### config.mk
export PLATFORM = sky130hd
export DESIGN_NAME = noc_input_port_flat
export DESIGN_NICKNAME = d
export VERILOG_FILES = /design/src/rtl/noc_input_port_if.sv /design/src/rtl/noc_input_port.sv /design/src/flat_wrapper.sv
export SDC_FILE = /design/constraint.sdc
export NUM_CORES = 1
export LEC_CHECK = 0
export CAP_MARGIN = 10
export CORE_ASPECT_RATIO = 1.1
export CORE_UTILIZATION = 56
export DETAILED_ROUTE_END_ITERATION = 12
export PLACE_DENSITY_LB_ADDON = 0.12
export SLEW_MARGIN = 0
export SYNTH_ARGS = -nofsm -noshare
export SYNTH_HDL_FRONTEND = slang
export SYNTH_SLANG_ARGS = --single-unit
export TNS_END_PERCENT = 50
### constraint.sdc
create_clock -name clk -period 4.2 [get_ports clk]
set_input_delay 1.05 -clock clk [delete_from_list [all_inputs] [get_ports clk]]
set_output_delay 1.05 -clock clk [all_outputs]
set_load 0.02 [all_outputs]
### src/rtl/noc_input_port_if.sv
`default_nettype none
// ============================================================================
// Module      : noc_input_port_if
// Description : Link/allocator bundle between a router input port and its
//               environment (upstream link, switch allocator, credit return).
// Revision    : 1.0
// ============================================================================
interface noc_input_port_if #(
    parameter int WIDTH = 16
);
    logic [WIDTH-1:0] data_i;
    logic             valid_i;
    logic             grant_i;
    logic [WIDTH-1:0] data_o;
    logic [4:0]       req_o;
    logic             inc_credit_o;
    logic             overflow_o;

    // Environment side: drives the incoming flit and the grant.
    modport master (
        output data_i, valid_i, grant_i,
        input  data_o, req_o, inc_credit_o, overflow_o
    );

    // Input-port side.
    modport slave (
        input  data_i, valid_i, grant_i,
        output data_o, req_o, inc_credit_o, overflow_o
    );
endinterface
`default_nettype wire

### src/rtl/noc_input_port.sv
`default_nettype none
// ============================================================================
// Module      : noc_input_port
// Description : Router input port: DEPTH-entry flit FIFO, XY route of the head
//               flit, switch-allocator request, pop on grant, credit return.
// Revision    : 1.0
// ============================================================================
module noc_input_port #(
    parameter int       WIDTH  = 16,
    parameter int       DEPTH  = 5,
    parameter bit [3:0] X_ADDR = 4'd0,
    parameter bit [3:0] Y_ADDR = 4'd0
) (
    input  wire logic         clk,
    input  wire logic         rst,
    noc_input_port_if.slave   link
);
    localparam int PTR_W = (DEPTH > 1) ? $clog2(DEPTH) : 1;
    localparam int CNT_W = $clog2(DEPTH + 1);

    typedef enum logic [0:0] {
        IDLE = 1'b0,
        REQ  = 1'b1
    } state_t;

    logic [WIDTH-1:0] mem_q [DEPTH];
    logic [PTR_W-1:0] wr_ptr_q, wr_ptr_d;
    logic [PTR_W-1:0] rd_ptr_q, rd_ptr_d;
    logic [CNT_W-1:0] count_q, count_d;
    state_t           state_q, state_d;
    logic [4:0]       req_q, req_d;
    logic             credit_q, credit_d;
    logic             overflow_q, overflow_d;
    logic             pop, push;

    function automatic logic [PTR_W-1:0] next_ptr(input logic [PTR_W-1:0] p);
        next_ptr = (p == PTR_W'(DEPTH - 1)) ? '0 : p + PTR_W'(1);
    endfunction

    // XY routing on the 8 address bits: resolve x first, then y.
    function automatic logic [4:0] route(input logic [7:0] hdr);
        logic [3:0] dx;
        logic [3:0] dy;
        dx = hdr[7:4];
        dy = hdr[3:0];
        if (dx > X_ADDR)      route = 5'b00100;
        else if (dx < X_ADDR) route = 5'b10000;
        else if (dy > Y_ADDR) route = 5'b00010;
        else if (dy < Y_ADDR) route = 5'b01000;
        else                  route = 5'b00001;
    endfunction

    assign pop  = (state_q == REQ) && link.grant_i;
    assign push = link.valid_i && ((count_q < CNT_W'(DEPTH)) || pop);

    always_comb begin
        wr_ptr_d   = push ? next_ptr(wr_ptr_q) : wr_ptr_q;
        rd_ptr_d   = pop  ? next_ptr(rd_ptr_q) : rd_ptr_q;
        overflow_d = overflow_q | (link.valid_i & ~push);
        count_d    = count_q;
        if (push && !pop)      count_d = count_q + CNT_W'(1);
        else if (!push && pop) count_d = count_q - CNT_W'(1);
    end

    always_comb begin
        state_d  = state_q;
        req_d    = req_q;
        credit_d = 1'b0;
        case (state_q)
            IDLE: begin
                if (count_q != '0) begin
                    req_d   = route(mem_q[rd_ptr_q][WIDTH-1 -: 8]);
                    state_d = REQ;
                end
            end
            REQ: begin
                if (link.grant_i) begin
                    credit_d = 1'b1;
                    // A flit written on this same edge is not yet visible; it is
                    // picked up from IDLE one edge later.
                    if (count_q > CNT_W'(1)) begin
                        req_d = route(mem_q[next_ptr(rd_ptr_q)][WIDTH-1 -: 8]);
                    end else begin
                        req_d   = 5'b00000;
                        state_d = IDLE;
                    end
                end
            end
            default: begin
                req_d   = 5'b00000;
                state_d = IDLE;
            end
        endcase
    end

    always_ff @(posedge clk or posedge rst) begin
        if (rst) begin
            wr_ptr_q   <= '0;
            rd_ptr_q   <= '0;
            count_q    <= '0;
            state_q    <= IDLE;
            req_q      <= 5'b00000;
            credit_q   <= 1'b0;
            overflow_q <= 1'b0;
        end else begin
            wr_ptr_q   <= wr_ptr_d;
            rd_ptr_q   <= rd_ptr_d;
            count_q    <= count_d;
            state_q    <= state_d;
            req_q      <= req_d;
            credit_q   <= credit_d;
            overflow_q <= overflow_d;
        end
    end

    // Storage needs no reset: entries are only read once counted as valid.
    always_ff @(posedge clk) begin
        if (push) begin
            mem_q[wr_ptr_q] <= link.data_i;
        end
    end

    assign link.data_o       = mem_q[rd_ptr_q];
    assign link.req_o        = req_q;
    assign link.inc_credit_o = credit_q;
    assign link.overflow_o   = overflow_q;

endmodule
`default_nettype wire
### src/flat_wrapper.sv
// flat-port wrapper written by rule: the top's interface ports become plain ports
module noc_input_port_flat 
#(
    parameter int       WIDTH  = 16,
    parameter int       DEPTH  = 5,
    parameter bit [3:0] X_ADDR = 4'd0,
    parameter bit [3:0] Y_ADDR = 4'd0
)
  (clk, rst, link_data_i, link_valid_i, link_grant_i, link_data_o, link_req_o, link_inc_credit_o, link_overflow_o);
  noc_input_port_if #(.WIDTH(WIDTH)) link_i ();
  input  wire logic clk;
  input  wire logic rst;
  input wire logic [$bits(link_i.data_i)-1:0] link_data_i;
  input wire logic [$bits(link_i.valid_i)-1:0] link_valid_i;
  input wire logic [$bits(link_i.grant_i)-1:0] link_grant_i;
  output wire logic [$bits(link_i.data_o)-1:0] link_data_o;
  output wire logic [$bits(link_i.req_o)-1:0] link_req_o;
  output wire logic [$bits(link_i.inc_credit_o)-1:0] link_inc_credit_o;
  output wire logic [$bits(link_i.overflow_o)-1:0] link_overflow_o;
  assign link_i.data_i = link_data_i;
  assign link_i.valid_i = link_valid_i;
  assign link_i.grant_i = link_grant_i;
  assign link_data_o = link_i.data_o;
  assign link_req_o = link_i.req_o;
  assign link_inc_credit_o = link_i.inc_credit_o;
  assign link_overflow_o = link_i.overflow_o;
  noc_input_port #(.WIDTH(WIDTH), .DEPTH(DEPTH), .X_ADDR(X_ADDR), .Y_ADDR(Y_ADDR)) u_core (.clk(clk), .rst(rst), .link(link_i));
endmodule
# Yosys cells after proc, flatten, opt, wreduce, memory -nomap -nowiden
# Memory sizes are Yosys's and may differ from the RTL's.
# Index checks and enable logic that the tools add are counted.
# totals
wordCells	64
output_inout_bits	23
register_bits	17
n_memories	1
input_bits	20
ram_bits	80
# mem_list
name	words	word_bits	read_ports	rd_clocked_by_memory_dff	write_ports	line	source
u_core.mem_q	5	16	2	0	1	noc_input_port.sv:26	logic [WIDTH-1:0] mem_q [DEPTH];
# classes
eq_ne	4
n_reduce_logical	10
addsub	4
order_cmp	10
bitwise_logic	4
muxes	24
# ops
op	count
2-to-1 mux 5 bit	9
> comparator 4 x 1 -> 1 bit (second input constant)	4
less-than comparator 4 x 1 -> 1 bit (second input constant)	4
2-to-1 mux 3 bit	4
case mux 5 bit (2 select lines)	1
adder 3 x 1 -> 3 bit (second input constant)	3
2-to-1 mux 4 bit	2
2-to-1 mux 1 bit	7
equality test 3 bit (second input constant)	2
logical AND 1 bit	4
> comparator 3 x 1 -> 1 bit (second input constant)	1
less-than comparator 3 bit (second input constant)	1
nonzero test 3 bit	1
subtractor 3 x 1 -> 3 bit (second input constant)	1
zero test 1 bit	2
inequality test 2 x 1 -> 1 bit (second input constant)	1
inequality test 2 bit (second input constant)	1
NOT 1 bit	2
case mux 1 bit (2 select lines)	1
AND reduction 2 bit	1
nonzero test 2 bit	1
AND 1 bit	1
logical OR 1 bit	1
bitwise OR 1 bit	1

# Depth between registers and ports, before layout
# An unclocked memory read counts as a cell.
# logic_depth
ltp_word	11
mapped_depth	11
depth_no_buf	8

# Least setup slack after synthesis
# Ideal clock, no wire load.
# synth_timing
path_type	input to register
from	in link_grant_i
to	mem u_core.mem_q[4][0] (enable)
stages	4
t_required_ns	3.764
setup_time_ns	0.436
t_arrival_ns	3.259
n_path_buf	0
setup_slack_ns	0.505
path_cell_list	nand2_1 > nand3b_1 > nand2_1 > nor4b_1
# synth_between
elab_chain_len	5
# synth_lines
item	line	source
start: declaration	flat_wrapper.sv:15	input wire logic [$bits(link_i.grant_i)-1:0] link_grant_i;
logical AND 1 bit	noc_input_port.sv:53	assign pop = (state_q == REQ) && link.grant_i;
logical OR 1 bit	noc_input_port.sv:54	assign push = link.valid_i && ((count_q < CNT_W'(DEPTH)) || pop);
logical AND 1 bit	noc_input_port.sv:54	
2-to-1 mux 1 bit	noc_input_port.sv:118	if (push) begin
2-to-1 mux 1 bit (implied by the code)	noc_input_port.sv:119	mem_q[wr_ptr_q] <= link.data_i;
end: declaration	noc_input_port.sv:26	
# No other way between the ends.

# Worst setup path after layout
# layout_timing
from	reg u_core.rd_ptr_q[1]
to	out link_data_o[15]
# layout_between
elab_chain_len	1
# layout_lines
item	line	source
start: declaration	noc_input_port.sv:28	logic [PTR_W-1:0] rd_ptr_q, rd_ptr_d;
start signal: assignment	noc_input_port.sv:107	rd_ptr_q <= rd_ptr_d;
memory read (5 x 16 bit)	--	
end: declaration	flat_wrapper.sv:16	output wire logic [$bits(link_i.data_o)-1:0] link_data_o;
# No other way between the ends.

==> results.json <==
{
  "status": "completed",
  "cts_tree": "done",
  "synthAdderAreaFrac_pct": 2.75,
  "ff2ff_setup_slack_ns": 1.37,
  "seq_area_frac_synth_pct": 67.8,
  "synth_top_area_cell": "edfxtp_1",
  "cts_buffer_depth": 2,
  "grt_pass1_vias": 2369,
  "diodes": 0,
  "grtUsageTotal_pct": 21.7,
  "grt_max_degree": 28,
  "cts_setup_buffers": 0,
  "postRouteAntennaNets": 0,
  "critPathBufInv": 1,
  "layout_commonest_cell": "edfxtp_1",
  "root_buffer": "clkbuf_8",
  "ys_seq_elements": 95,
  "ys_types": 45,
  "clk_pin_slew_ns": 0.09,
  "coreArea_um2": 7050,
  "async_flop_share_pct": 15.8,
  "p_comb_share_pct": 40.5,
  "synth_area_um2": 4100,
  "h-tree-depth": 3,
  "hold_path.class": "register to register",
  "period_share_pct": 85.7,
  "leakagePower_nw": 1.65,
  "gp_congestion": 0.788,
  "synth_top_cell_area_share_pct": 58.7,
  "num_vias": 2288,
  "clock_latency_ns": 0.36,
  "finClkSkew_ns": 0.00831,
  "nNetsFinal": 324,
  "drtPass1Iterations": 5,
  "required_ns": 3.15,
  "synth_top_family_by_area": "multiplexers",
  "synth_warnings": 0,
  "arrival_ns": 2.55,
  "grt_pass1_wl_mm": 12.3,
  "dpl.hpwl_mm": 4.99,
  "relSlewSlack_pct": 43.0,
  "drv_cap": 0,
  "synth_ff_type": "edfxtp_1",
  "synth_compound_area_share_pct": 5.77,
  "synthMuxAreaShare_pct": 13.3,
  "path_class": "register to primary output",
  "p_switching_mw": 1.14,
  "total_power_mw": 3.29,
  "die-area_um2": 7660,
  "crit_path_max_fanout": 19,
  "fmax_ghz": 0.278,
  "drive_gt1_share_pct": 20.7,
  "drt-total-wl_mm": 7.44,
  "syn_inst": 246,
  "power_frac_seq_pct": 42.1,
  "worst_pin_slew_ns": 0.854,
  "cp-start-kind": "register",
  "slew_violations": 0,
  "fin_setup_tns_ns": 0,
  "cts_num_sinks": 95,
  "ctsHoldBuffers": 0,
  "synth_edf_count": 80,
  "rsz0062_at_grt": "false",
  "slowest_delay_ns": 0.90,
  "die_y_um": 91.7,
  "clkPwrFrac_pct": 17.5,
  "yosys.area_share.xor_xnor_pct": 0.642,
  "period_needed_ns": 3.60,
  "ios": 43,
  "yosys.area_share.simple_pct": 6.57,
  "setup_viol": 0,
  "portBuffers": 40,
  "drcViolationCount": 0,
  "post_drt_wl_per_cell_um": 19.4,
  "swShare_pct": 34.7,
  "hold_viol_final": 0,
  "rows": 32,
  "routed_via_density": 5.96,
  "antenna_found_initial": 0,
  "overflow": 0,
  "synth.area.top_cells": "edfxtp_1 (59%), dfrtp_1 (9.2%), mux4_2 (7.7%)",
  "layout_common_cells": "edfxtp_1 (80), clkdlybuf4s50_1 (40), mux2_2 (15), dfrtp_1 (15)",
  "critical_path.cell_chain": "mux4_2 > mux2_2 > clkdlybuf4s50_1",
  "cp-end-kind": "primary output",
  "whs_ns": 0.483,
  "start_util_pct": 58.1,
  "drt_iter0_markers": 112,
  "cts.repair.resized": 0,
  "p_per_area_nw_per_um2": 685,
  "worst_ir_drop_vdd_mv": 0.433,
  "syn_to_final_growth_pct": 17.5,
  "cts_made_buffers": 9,
  "critPathTopFamily": "flip-flops",
  "die_w_um": 83.5,
  "syn_avg_cell_area_um2": 16.6,
  "intPower_mw": 2.15,
  "cp_slowest_cell": "dfrtp_1"
}
-- routing by layer --
layer	global-route usage, %	up-vias	wire [µm]
li1	-	1057	-
met1	28.0	1158	3230
met2	35.4	61	3740
met3	5.31	12	316
met4	9.32	0	155
met5	0	-	0
-- through the flow --
step	instances	utilization, %	area [µm²]	setup WS (ns)
CTS	384	68.3	4810	0.573
floorplan	247	-	4100	0.505
detailed placement	369	65.6	4630	0.984
global route	384	68.3	4810	0.409
global placement	369	65.6	4630	1.03
finish	384	68.3	4810	0.599
-- final timing paths --
check,cells past startpoint,to,startpoint
worst max-delay path,3,link_data_o[15],u_core.rd_ptr_q[1]$_DFFE_PP0P_
worst min-delay path,1,u_core.link.overflow_o$_DFF_PP0_,u_core.link.overflow_o$_DFF_PP0_
worst max register to register,8,u_core.link.req_o[0]$_DFFE_PP0P_,u_core.rd_ptr_q[1]$_DFFE_PP0P_
worst min register to register,1,u_core.link.overflow_o$_DFF_PP0_,u_core.link.overflow_o$_DFF_PP0_
max in group asynchronous,2,u_core.link.req_o[0]$_DFFE_PP0P_,rst
min in group asynchronous,2,u_core.link.overflow_o$_DFF_PP0_,rst
-- sequential cells by signal, summed over array words and instances, names as in the netlist --
signal                    count
u_core.mem_q                 80
u_core.count_q                3
u_core.link.req_o             3
u_core.rd_ptr_q               3
u_core.wr_ptr_q               3
u_core.link.inc_credit_o      1
u_core.link.overflow_o        1
u_core.state_q                1
-- synth_stat cells, types with 2 or more instances --
library cell / n
buf_4: 2
o21ai_1: 2
buf_6: 2
edfxtp_1: 80
nor3_1: 3
or4_1: 2
o21bai_1: 3
nor2_1: 8
mux2_2: 15
ha_1: 9
nand2b_1: 4
a21oi_1: 3
nor2b_1: 2
o211ai_1: 2
o22ai_1: 2
a21boi_0: 2
xor2_1: 2
mux4_2: 14
buf_2: 6
a2111oi_0: 2
nand2_1: 9
dfrtp_1: 15
nor4_1: 10
inv_1: 14
o21ai_0: 8
a221oi_2: 2
mux2i_1: 5
-- area by class of cell --
class | count | area (µm²)
sequential | 95 | 2780
fill | 486 | 2230
multi-input combinational | 127 | 1230
timing repair buffer | 48 | 460
clock buffer | 10 | 128
tap | 85 | 106
clock inverter | 5 | 58.8
inverter | 14 | 52.6
-- kinds of logic (layout without fill, tap and decap cells) --
| logic type | after synthesis | count (layout) |
|---|---|---|
| flip-flops | 95 | 95 |
| XOR/XNOR | 3 | 3 |
| multiplexers | 35 | 35 |
| AND/OR/NAND/NOR | 45 | 45 |
| AO/OA/AOI/OAI | 33 | 33 |
| other | 1 | 2 |
| adder cells (fa/ha/maj) | 9 | 9 |
| buffers and inverters | 25 | 77 |
-- power groups by stage --
stage / clock, mW / sequential, mW / combinational [mW]
2_1_floorplan: 0 / 1.33 / 0.946
3_3_place_gp: 0 / 1.40 / 1.32
3_5_place_dp: 0 / 1.41 / 1.34
4_1_cts: 0.585 / 1.39 / 1.35
5_1_grt: 0.624 / 1.41 / 1.45
6_report: 0.575 / 1.39 / 1.33
No activity file was read; power rests on OpenSTA's default activity.
